==> src/rtl/ex_pkg.sv <==
// ---------------------------------------------------------------------------
// ex_pkg
// Shared constants for the execute stage of the 16-bit pipeline:
//   - ALU opcode values (OP_ADD .. OP_PASSB); 11..31 are reserved
//   - bit positions of Z/N/C/V inside the 4-bit flag vector {Z,N,C,V}
//   - operand forwarding select encodings
//   - execute-stage FSM state type
// ---------------------------------------------------------------------------
package ex_pkg;

  localparam logic [4:0] OP_ADD   = 5'd0;
  localparam logic [4:0] OP_SUB   = 5'd1;
  localparam logic [4:0] OP_AND   = 5'd2;
  localparam logic [4:0] OP_OR    = 5'd3;
  localparam logic [4:0] OP_XOR   = 5'd4;
  localparam logic [4:0] OP_NOT   = 5'd5;
  localparam logic [4:0] OP_SLL   = 5'd6;
  localparam logic [4:0] OP_SRL   = 5'd7;
  localparam logic [4:0] OP_SRA   = 5'd8;
  localparam logic [4:0] OP_MUL   = 5'd9;
  localparam logic [4:0] OP_PASSB = 5'd10;

  // flag_ex is {Z,N,C,V}
  localparam int FLG_Z = 3;
  localparam int FLG_N = 2;
  localparam int FLG_C = 1;
  localparam int FLG_V = 0;

  // Encoding 3 behaves like FWD_ID (falls to the default arm)
  localparam logic [1:0] FWD_ID = 2'd0;
  localparam logic [1:0] FWD_EX = 2'd1;
  localparam logic [1:0] FWD_DM = 2'd2;

  typedef enum logic {
    ST_IDLE = 1'b0,
    ST_MUL  = 1'b1
  } ex_state_t;

endpackage

==> src/rtl/ex_mul_seq.sv <==
// ---------------------------------------------------------------------------
// ex_mul_seq
// Iterative shift-add multiplier producing the low WIDTH bits of the
// unsigned product, one partial product per clock.
//   clk, reset     : clock, asynchronous active-high reset (aborts a run)
//   start          : load a/b and begin (ignored while busy)
//   a, b           : operands sampled on the start edge
//   busy           : a multiply is in progress
//   done           : this is the last step; product_lo is final now and
//                    busy drops on the coming edge
//   product_lo     : accumulator including the current step's partial product
// ---------------------------------------------------------------------------
module ex_mul_seq #(
  parameter int WIDTH  = 16,
  parameter int CYCLES = 16
) (
  input  logic             clk,
  input  logic             reset,
  input  logic             start,
  input  logic [WIDTH-1:0] a,
  input  logic [WIDTH-1:0] b,
  output logic             busy,
  output logic             done,
  output logic [WIDTH-1:0] product_lo
);

  localparam int CW = $clog2(CYCLES);

  logic [CW-1:0]    count_reg;
  logic [WIDTH-1:0] a_sh_reg;
  logic [WIDTH-1:0] b_sh_reg;
  logic [WIDTH-1:0] acc_reg;
  logic             busy_reg;
  logic [WIDTH-1:0] acc_next;

  // a shifts left and b shifts right each step, so bit 0 of b_sh always
  // selects whether the current weighted copy of a is added.
  assign acc_next   = acc_reg + (b_sh_reg[0] ? a_sh_reg : '0);
  assign busy       = busy_reg;
  assign done       = busy_reg && (count_reg == CW'(CYCLES - 1));
  assign product_lo = acc_next;

  always_ff @(posedge clk or posedge reset) begin
    if (reset) begin
      count_reg <= '0;
      a_sh_reg  <= '0;
      b_sh_reg  <= '0;
      acc_reg   <= '0;
      busy_reg  <= 1'b0;
    end else if (busy_reg) begin
      acc_reg   <= acc_next;
      a_sh_reg  <= a_sh_reg << 1;
      b_sh_reg  <= b_sh_reg >> 1;
      count_reg <= count_reg + 1'b1;
      if (done) begin
        busy_reg <= 1'b0;
      end
    end else if (start) begin
      a_sh_reg  <= a;
      b_sh_reg  <= b;
      acc_reg   <= '0;
      count_reg <= '0;
      busy_reg  <= 1'b1;
    end
  end

endmodule

==> src/rtl/ex_block.sv <==
// ---------------------------------------------------------------------------
// ex_block
// Execute stage: operand forwarding, single-cycle ALU, iterative multiply,
// and the EX/DM pipeline register.
//   clk, reset        : clock, asynchronous active-high reset
//   A, B              : operands from decode (B is also store data)
//   imm_in, imm_sel   : immediate and ALU-B select
//   op_dec            : ALU opcode
//   fwd_a_sel/b_sel   : 0/3 = decode value, 1 = ans_ex, 2 = ans_dm
//   ans_dm            : DM-stage result for forwarding
//   mem_*_id          : memory controls from decode
//   ans_ex, DM_data   : registered result/address and store data
//   mem_rw_ex, mem_en_ex, mem_mux_sel_dm : registered memory controls
//   flag_ex           : registered {Z,N,C,V}
//   stall_ex          : decode must hold its instruction
// ---------------------------------------------------------------------------
module ex_block
  import ex_pkg::*;
#(
  parameter int WIDTH      = 16,
  parameter int MUL_CYCLES = 16
) (
  input  logic             clk,
  input  logic             reset,
  input  logic [WIDTH-1:0] A,
  input  logic [WIDTH-1:0] B,
  input  logic [WIDTH-1:0] imm_in,
  input  logic             imm_sel,
  input  logic [4:0]       op_dec,
  input  logic [1:0]       fwd_a_sel,
  input  logic [1:0]       fwd_b_sel,
  input  logic [WIDTH-1:0] ans_dm,
  input  logic             mem_rw_id,
  input  logic             mem_en_id,
  input  logic             mem_mux_sel_id,
  output logic [WIDTH-1:0] ans_ex,
  output logic [WIDTH-1:0] DM_data,
  output logic             mem_rw_ex,
  output logic             mem_en_ex,
  output logic             mem_mux_sel_dm,
  output logic [3:0]       flag_ex,
  output logic             stall_ex
);

  localparam int SHW = $clog2(WIDTH);

  ex_state_t        state_reg;
  logic [WIDTH-1:0] ans_ex_reg;
  logic [WIDTH-1:0] dm_data_reg;
  logic             mem_rw_reg;
  logic             mem_en_reg;
  logic             mem_mux_reg;
  logic [3:0]       flag_reg;

  // Controls and store data parked while the multiply runs
  logic             cap_rw_reg;
  logic             cap_en_reg;
  logic             cap_mux_reg;
  logic [WIDTH-1:0] cap_data_reg;

  // ---------------- operand forwarding ----------------
  logic [1:0][WIDTH-1:0] fwd_src;
  logic [1:0][1:0]       fwd_sel;
  logic [1:0][WIDTH-1:0] fwd_val;

  assign fwd_src[0] = A;
  assign fwd_src[1] = B;
  assign fwd_sel[0] = fwd_a_sel;
  assign fwd_sel[1] = fwd_b_sel;

  // FWD_EX reads the current (pre-edge) pipeline register value
  for (genvar gi = 0; gi < 2; gi++) begin : g_fwd
    assign fwd_val[gi] = (fwd_sel[gi] == FWD_EX) ? ans_ex_reg :
                         (fwd_sel[gi] == FWD_DM) ? ans_dm     :
                                                   fwd_src[gi];
  end

  logic [WIDTH-1:0] op_a;
  logic [WIDTH-1:0] fwd_b;
  logic [WIDTH-1:0] op_b;

  assign op_a  = fwd_val[0];
  assign fwd_b = fwd_val[1];
  assign op_b  = imm_sel ? imm_in : fwd_b;

  // ---------------- single-cycle ALU ----------------
  logic [WIDTH:0]   sum_w;
  logic [WIDTH:0]   diff_w;
  logic [WIDTH-1:0] alu_res;
  logic             alu_c;
  logic             alu_v;
  logic             alu_upd;    // flags written by this op
  logic             alu_legal;  // opcode is defined
  logic [3:0]       alu_flags;
  logic [SHW-1:0]   shamt;

  assign sum_w  = {1'b0, op_a} + {1'b0, op_b};
  assign diff_w = {1'b0, op_a} - {1'b0, op_b};
  assign shamt  = op_b[SHW-1:0];

  always_comb begin
    alu_res   = '0;
    alu_c     = 1'b0;
    alu_v     = 1'b0;
    alu_upd   = 1'b1;
    alu_legal = 1'b1;
    case (op_dec)
      OP_ADD: begin
        alu_res = sum_w[WIDTH-1:0];
        alu_c   = sum_w[WIDTH];
        alu_v   = (op_a[WIDTH-1] == op_b[WIDTH-1]) &&
                  (sum_w[WIDTH-1] != op_a[WIDTH-1]);
      end
      OP_SUB: begin
        alu_res = diff_w[WIDTH-1:0];
        alu_c   = diff_w[WIDTH];  // borrow out of the 17-bit difference
        alu_v   = (op_a[WIDTH-1] != op_b[WIDTH-1]) &&
                  (diff_w[WIDTH-1] != op_a[WIDTH-1]);
      end
      OP_AND:   alu_res = op_a & op_b;
      OP_OR:    alu_res = op_a | op_b;
      OP_XOR:   alu_res = op_a ^ op_b;
      OP_NOT:   alu_res = ~op_a;
      OP_SLL:   alu_res = op_a << shamt;
      OP_SRL:   alu_res = op_a >> shamt;
      OP_SRA:   alu_res = $signed(op_a) >>> shamt;
      OP_PASSB: begin
        alu_res = op_b;
        alu_upd = 1'b0;
      end
      default: begin
        alu_upd   = 1'b0;
        alu_legal = 1'b0;
      end
    endcase
  end

  always_comb begin
    alu_flags        = '0;
    alu_flags[FLG_Z] = (alu_res == '0);
    alu_flags[FLG_N] = alu_res[WIDTH-1];
    alu_flags[FLG_C] = alu_c;
    alu_flags[FLG_V] = alu_v;
  end

  // ---------------- multiplier ----------------
  logic             mul_start;
  logic             mul_busy;
  logic             mul_done;
  logic [WIDTH-1:0] mul_product;
  logic [3:0]       mul_flags;

  assign mul_start = (state_reg == ST_IDLE) && (op_dec == OP_MUL);

  ex_mul_seq #(
    .WIDTH  (WIDTH),
    .CYCLES (MUL_CYCLES)
  ) u_mul (
    .clk        (clk),
    .reset      (reset),
    .start      (mul_start),
    .a          (op_a),
    .b          (op_b),
    .busy       (mul_busy),
    .done       (mul_done),
    .product_lo (mul_product)
  );

  always_comb begin
    mul_flags        = '0;
    mul_flags[FLG_Z] = (mul_product == '0);
    mul_flags[FLG_N] = mul_product[WIDTH-1];
  end

  // Drops on the last multiply step so decode can present the next
  // instruction for the edge that writes the product.
  assign stall_ex = !reset && (mul_start || (mul_busy && !mul_done));

  // ---------------- FSM + EX/DM pipeline register ----------------
  always_ff @(posedge clk or posedge reset) begin
    if (reset) begin
      state_reg    <= ST_IDLE;
      ans_ex_reg   <= '0;
      dm_data_reg  <= '0;
      mem_rw_reg   <= 1'b0;
      mem_en_reg   <= 1'b0;
      mem_mux_reg  <= 1'b0;
      flag_reg     <= '0;
      cap_rw_reg   <= 1'b0;
      cap_en_reg   <= 1'b0;
      cap_mux_reg  <= 1'b0;
      cap_data_reg <= '0;
    end else begin
      case (state_reg)
        ST_IDLE: begin
          if (op_dec == OP_MUL) begin
            // Issue a bubble; ans_ex and flags hold until the product lands
            state_reg    <= ST_MUL;
            cap_rw_reg   <= mem_rw_id;
            cap_en_reg   <= mem_en_id;
            cap_mux_reg  <= mem_mux_sel_id;
            cap_data_reg <= fwd_b;
            mem_en_reg   <= 1'b0;
            mem_mux_reg  <= 1'b0;
          end else begin
            ans_ex_reg  <= alu_legal ? alu_res : '0;
            dm_data_reg <= fwd_b;
            mem_rw_reg  <= mem_rw_id;
            mem_en_reg  <= alu_legal ? mem_en_id : 1'b0;
            mem_mux_reg <= mem_mux_sel_id;
            if (alu_upd) begin
              flag_reg <= alu_flags;
            end
          end
        end
        ST_MUL: begin
          if (mul_done) begin
            state_reg   <= ST_IDLE;
            ans_ex_reg  <= mul_product;
            flag_reg    <= mul_flags;
            dm_data_reg <= cap_data_reg;
            mem_rw_reg  <= cap_rw_reg;
            mem_en_reg  <= cap_en_reg;
            mem_mux_reg <= cap_mux_reg;
          end else begin
            mem_en_reg  <= 1'b0;
            mem_mux_reg <= 1'b0;
          end
        end
        default: state_reg <= ST_IDLE;
      endcase
    end
  end

  assign ans_ex         = ans_ex_reg;
  assign DM_data        = dm_data_reg;
  assign mem_rw_ex      = mem_rw_reg;
  assign mem_en_ex      = mem_en_reg;
  assign mem_mux_sel_dm = mem_mux_reg;
  assign flag_ex        = flag_reg;

endmodule
==> config.mk <==
export PLATFORM = sky130hd
export DESIGN_NAME = ex_block
export DESIGN_NICKNAME = d
export VERILOG_FILES = /design/src/rtl/ex_pkg.sv /design/src/rtl/ex_mul_seq.sv /design/src/rtl/ex_block.sv
export SDC_FILE = /design/constraint.sdc
export NUM_CORES = 1
export LEC_CHECK = 0
export CORE_MARGIN = 5
export CORE_UTILIZATION = 45
export CTS_BUF_LIST = sky130_fd_sc_hd__clkbuf_16
export CTS_CLUSTER_DIAMETER = 60
export DETAILED_ROUTE_END_ITERATION = 10
export HOLD_SLACK_MARGIN = 0.05
export PLACE_DENSITY_LB_ADDON = 0.2
export SLEW_MARGIN = 25
export SYNTH_ARGS = -nofsm -noshare
export SYNTH_HDL_FRONTEND = slang
export SYNTH_HIERARCHICAL = 1
export SYNTH_SLANG_ARGS = --single-unit
export TNS_END_PERCENT = 10
==> constraint.sdc <==
create_clock -name clk -period 5.6 [get_ports clk]
set_input_delay 1.4 -clock clk [delete_from_list [all_inputs] [get_ports clk]]
set_output_delay 1.4 -clock clk [all_outputs]
set_load 0.05 [all_outputs]
==> results.ini <==
[logic_synthesis]
yosysWarnings=6
ys_ff_latch=112
synth_top_flop_cell=dfrtp_1
synth_cells=1400
synth_area_sq_um=11200
yosysTopAreaCell=dfrtp_1
synth_edf_count=0
synth.avg_cell_area_sq_um=7.97
yosysUniqueCellTypes=84
yosysSeqAreaShare_pct=25.1
synth_area_leaders=dfrtp_1 (25%), mux2i_1 (9.2%), ha_1 (7.7%)
synth_async_sr_flop_share_pct=100
syn_nets=1551
yosys.area.top_type_share_pct=25.1

[worst_hold_path]
whs_endpoint=cap_mux_reg$_DFFE_PP0P_
holdPathStages=2
hold_class=reg2reg
min_from=cap_mux_reg$_DFFE_PP0P_

[clock_network]
worstSkewPairLatency_ns=0.38
cts_buffers=9
postCtsHoldBufs=0
clockRootBuffer=clkbuf_16
clock_sinks=112
cts_buffer_depth=2
cts_tree=done
h-tree-depth=3
cts.clk_slew.worst_paths_ns=0.09

[sta]
setup_violations=0
timing.fmax_mhz=187
timing.final.crit_period_ns=5.36
fin_skew_ns=0.0159
max_slew_margin_pct=28.1
period_share_pct=95.7
hold_viol=0
holdWs_ns=0.479
fin_setup_tns_ns=0
drv_slew=0
fin_ws_ns=0.243
worst_pin_slew_ns=1.05

[power]
vdd_drop_max_mv=0.140
finalPower_uw=2700
powerDensity_nw_per_um2=194
power.leakage_uw=0.00576

[grt]
track_usage_pct=31.7
gr-total-overflow=0
antenna_found_initial=0
grt_pass1_vias=11400
grt_pass1_wl_um=69800
grt_max_degree=68

[critical_path]
start_kind=input port
reg2reg_to=flag_ex[3]$_DFFE_PP0P_
worst_path_largest_cell_delay_ns=0.49
critical_path.slowest_cell=clkdlybuf4s50_1
path_cells=clkdlybuf4s50_1, buf_4, nand2b_1, buf_4, o22a_1, o21ai_1, o21ai_0, inv_1, ha_1, a21o_1, a21oi_1, inv_1, o41ai_1, buf_4, mux2i_1, xnor2_1, a211oi_1, nand4_1, o41ai_2
required_ns=5.87
critPathKind=in2reg
setup.worst_path.end_class=register
r2r_start=ans_ex[3]$_DFFE_PP0P_
reg2reg_depth=16
r2r_slack_ns=1.52
worstPathArrival_ns=5.63
crit_path_frequent_cell=buf_4
crit_fanout=9

[placed_design]
dp_slack_ns=-0.222
port_buffers=118
place.gp.congestion=1.08
post-place-cells=1918
dp_hpwl_um=36800

[die]
initial_utilization_pct=45.8
ios=119
dieArea_sq_um=28000
dieWidth_um=167
core_sq_um=24400
row_count=57
die-height_um=167

[layout]
antennaDiodeCount=0
seqCellArea_sq_um=2810
fin_cells=1935
num-nets-final=1757
drive_gt1_share_pct=14.9
area_delta_synth_final_pct=24.8
fillers=2339
multiInputGateArea_sq_um=7760

[route]
ant_nets=0
post_drt_wl_per_cell_um=23.8
routed_wl_um=46100
drc=0
vias_per_cell=6.32
firstDrtPassIters=8
num_vias=12200
drt_iter0_drc=1306

[outcome]
status=finished clean

[run]
drv_cap=0

## routing by layer
metal	wire length, um	global-route usage, %
met5	0	0
met4	1660	10.2
met3	4380	5.94
met2	20100	48.7
met1	20000	45.3
## synthesized netlist by cell type (5+ instances only)
| library cell | number |
|---|---|
| mux2_2 | 10 |
| o221ai_1 | 14 |
| a22oi_1 | 6 |
| nor2b_1 | 8 |
| buf_1 | 6 |
| o31ai_1 | 15 |
| a32oi_1 | 9 |
| o22ai_1 | 14 |
| nand2b_1 | 17 |
| nor3b_1 | 11 |
| o21ai_0 | 137 |
| dfrtp_1 | 112 |
| and2_1 | 24 |
| o211ai_1 | 26 |
| o21a_1 | 7 |
| and3_1 | 6 |
| a311o_1 | 5 |
| nor4_1 | 10 |
| buf_6 | 5 |
| xor2_1 | 10 |
| buf_2 | 21 |
| nor3_1 | 50 |
| xnor2_1 | 15 |
| a21o_1 | 13 |
| o21ai_1 | 9 |
| mux2i_1 | 103 |
| a211o_1 | 7 |
| nand3_1 | 28 |
| a31oi_1 | 13 |
| o22a_1 | 9 |
| nor2_1 | 95 |
| clkbuf_1 | 52 |
| a221oi_1 | 14 |
| o211a_1 | 5 |
| o2111ai_1 | 7 |
| inv_1 | 52 |
| a211oi_1 | 34 |
| or2_2 | 5 |
| nand2_1 | 144 |
| a21oi_1 | 93 |
| nand3b_1 | 5 |
| ha_1 | 69 |
| nand4_1 | 14 |
| or3_1 | 8 |
## worst max-delay path, delay by kind of cell
family,cells,cell delay (ns)
mux,1,0.07
fa+ha+maj,1,0.40
simple gates,2,0.25
compound gates,8,2.07
buf+inv,6,1.26
xor+xnor,1,0.16
## cell families after synthesis
kind of cell               share of synthesized area, %
muxes                                              10.9
AOI/OAI and AO/OA                                  28.1
and+or+nand+nor                                    19.6
buffers and inverters                              5.98
xor gates and xnor gates                           2.11
DFF                                                25.1
adders and majority gates                          8.27
## how the worst max path moves through the flow
stage	slack, ns	cells past startpoint	to	start
2_1_floorplan	0.23	18	flag_ex[3]$_DFFE_PP0P_	fwd_b_sel[1]
3_3_place_gp	-0.08	21	ans_ex[14]$_DFFE_PP0P_	fwd_b_sel[0]
3_5_place_dp	-0.22	16	flag_ex[3]$_DFFE_PP0P_	fwd_b_sel[0]
4_1_cts	0.15	16	flag_ex[3]$_DFFE_PP0P_	fwd_b_sel[0]
5_1_grt	-0.02	20	flag_ex[3]$_DFFE_PP0P_	fwd_b_sel[1]
6_report	0.24	19	flag_ex[3]$_DFFE_PP0P_	fwd_b_sel[0]
## timing repair
action,CTS,global route
setup endpoints to repair,0,5
setup buffers,0,1
gates resized for setup,0,12
hold endpoints to repair,0,0
## per-stage QoR
stage | area, sq um | util, %
5_1_grt | 13900 | 57.1
6_report | 13900 | 57.1
2_1_floorplan | 11200 | -
3_5_place_dp | 13600 | 55.7
3_3_place_gp | 13600 | 55.7
4_1_cts | 13900 | 56.9
## cell type report
class	instances	area share, %
Clock inverter	7	0.422
Clock buffer	9	1.62
Timing Repair Buffer	285	17.6
Tap cell	324	2.91
Inverter	59	1.61
Sequential cell	112	20.1
Multi-Input combinational cell	1139	55.7
## layout by cell type, fill, tap and decap left out, types with 10 or more instances in the layout
cell	instances
a211oi_1	33
a21o_1	13
a21oi_1	93
a221oi_1	13
a31oi_1	12
and2_1	24
buf_4	166
clkdlybuf4s50_1	116
dfrtp_1	110
ha_1	69
inv_1	50
mux2_2	10
mux2i_1	103
nand2_1	144
nand2b_1	17
nand3_1	28
nand4_1	14
nor2_1	93
nor3_1	49
nor3b_1	10
o211ai_1	26
o21ai_0	135
o221ai_1	14
o22ai_1	14
o31ai_1	14
xnor2_1	15
xor2_1	10
## power by group
part	internal [uW]	total, uW	switching (uW)
Sequential	825	847	22.0
Combinational	485	1200	711
Clock	310	661	351
(Power assumes the default switching activity.)
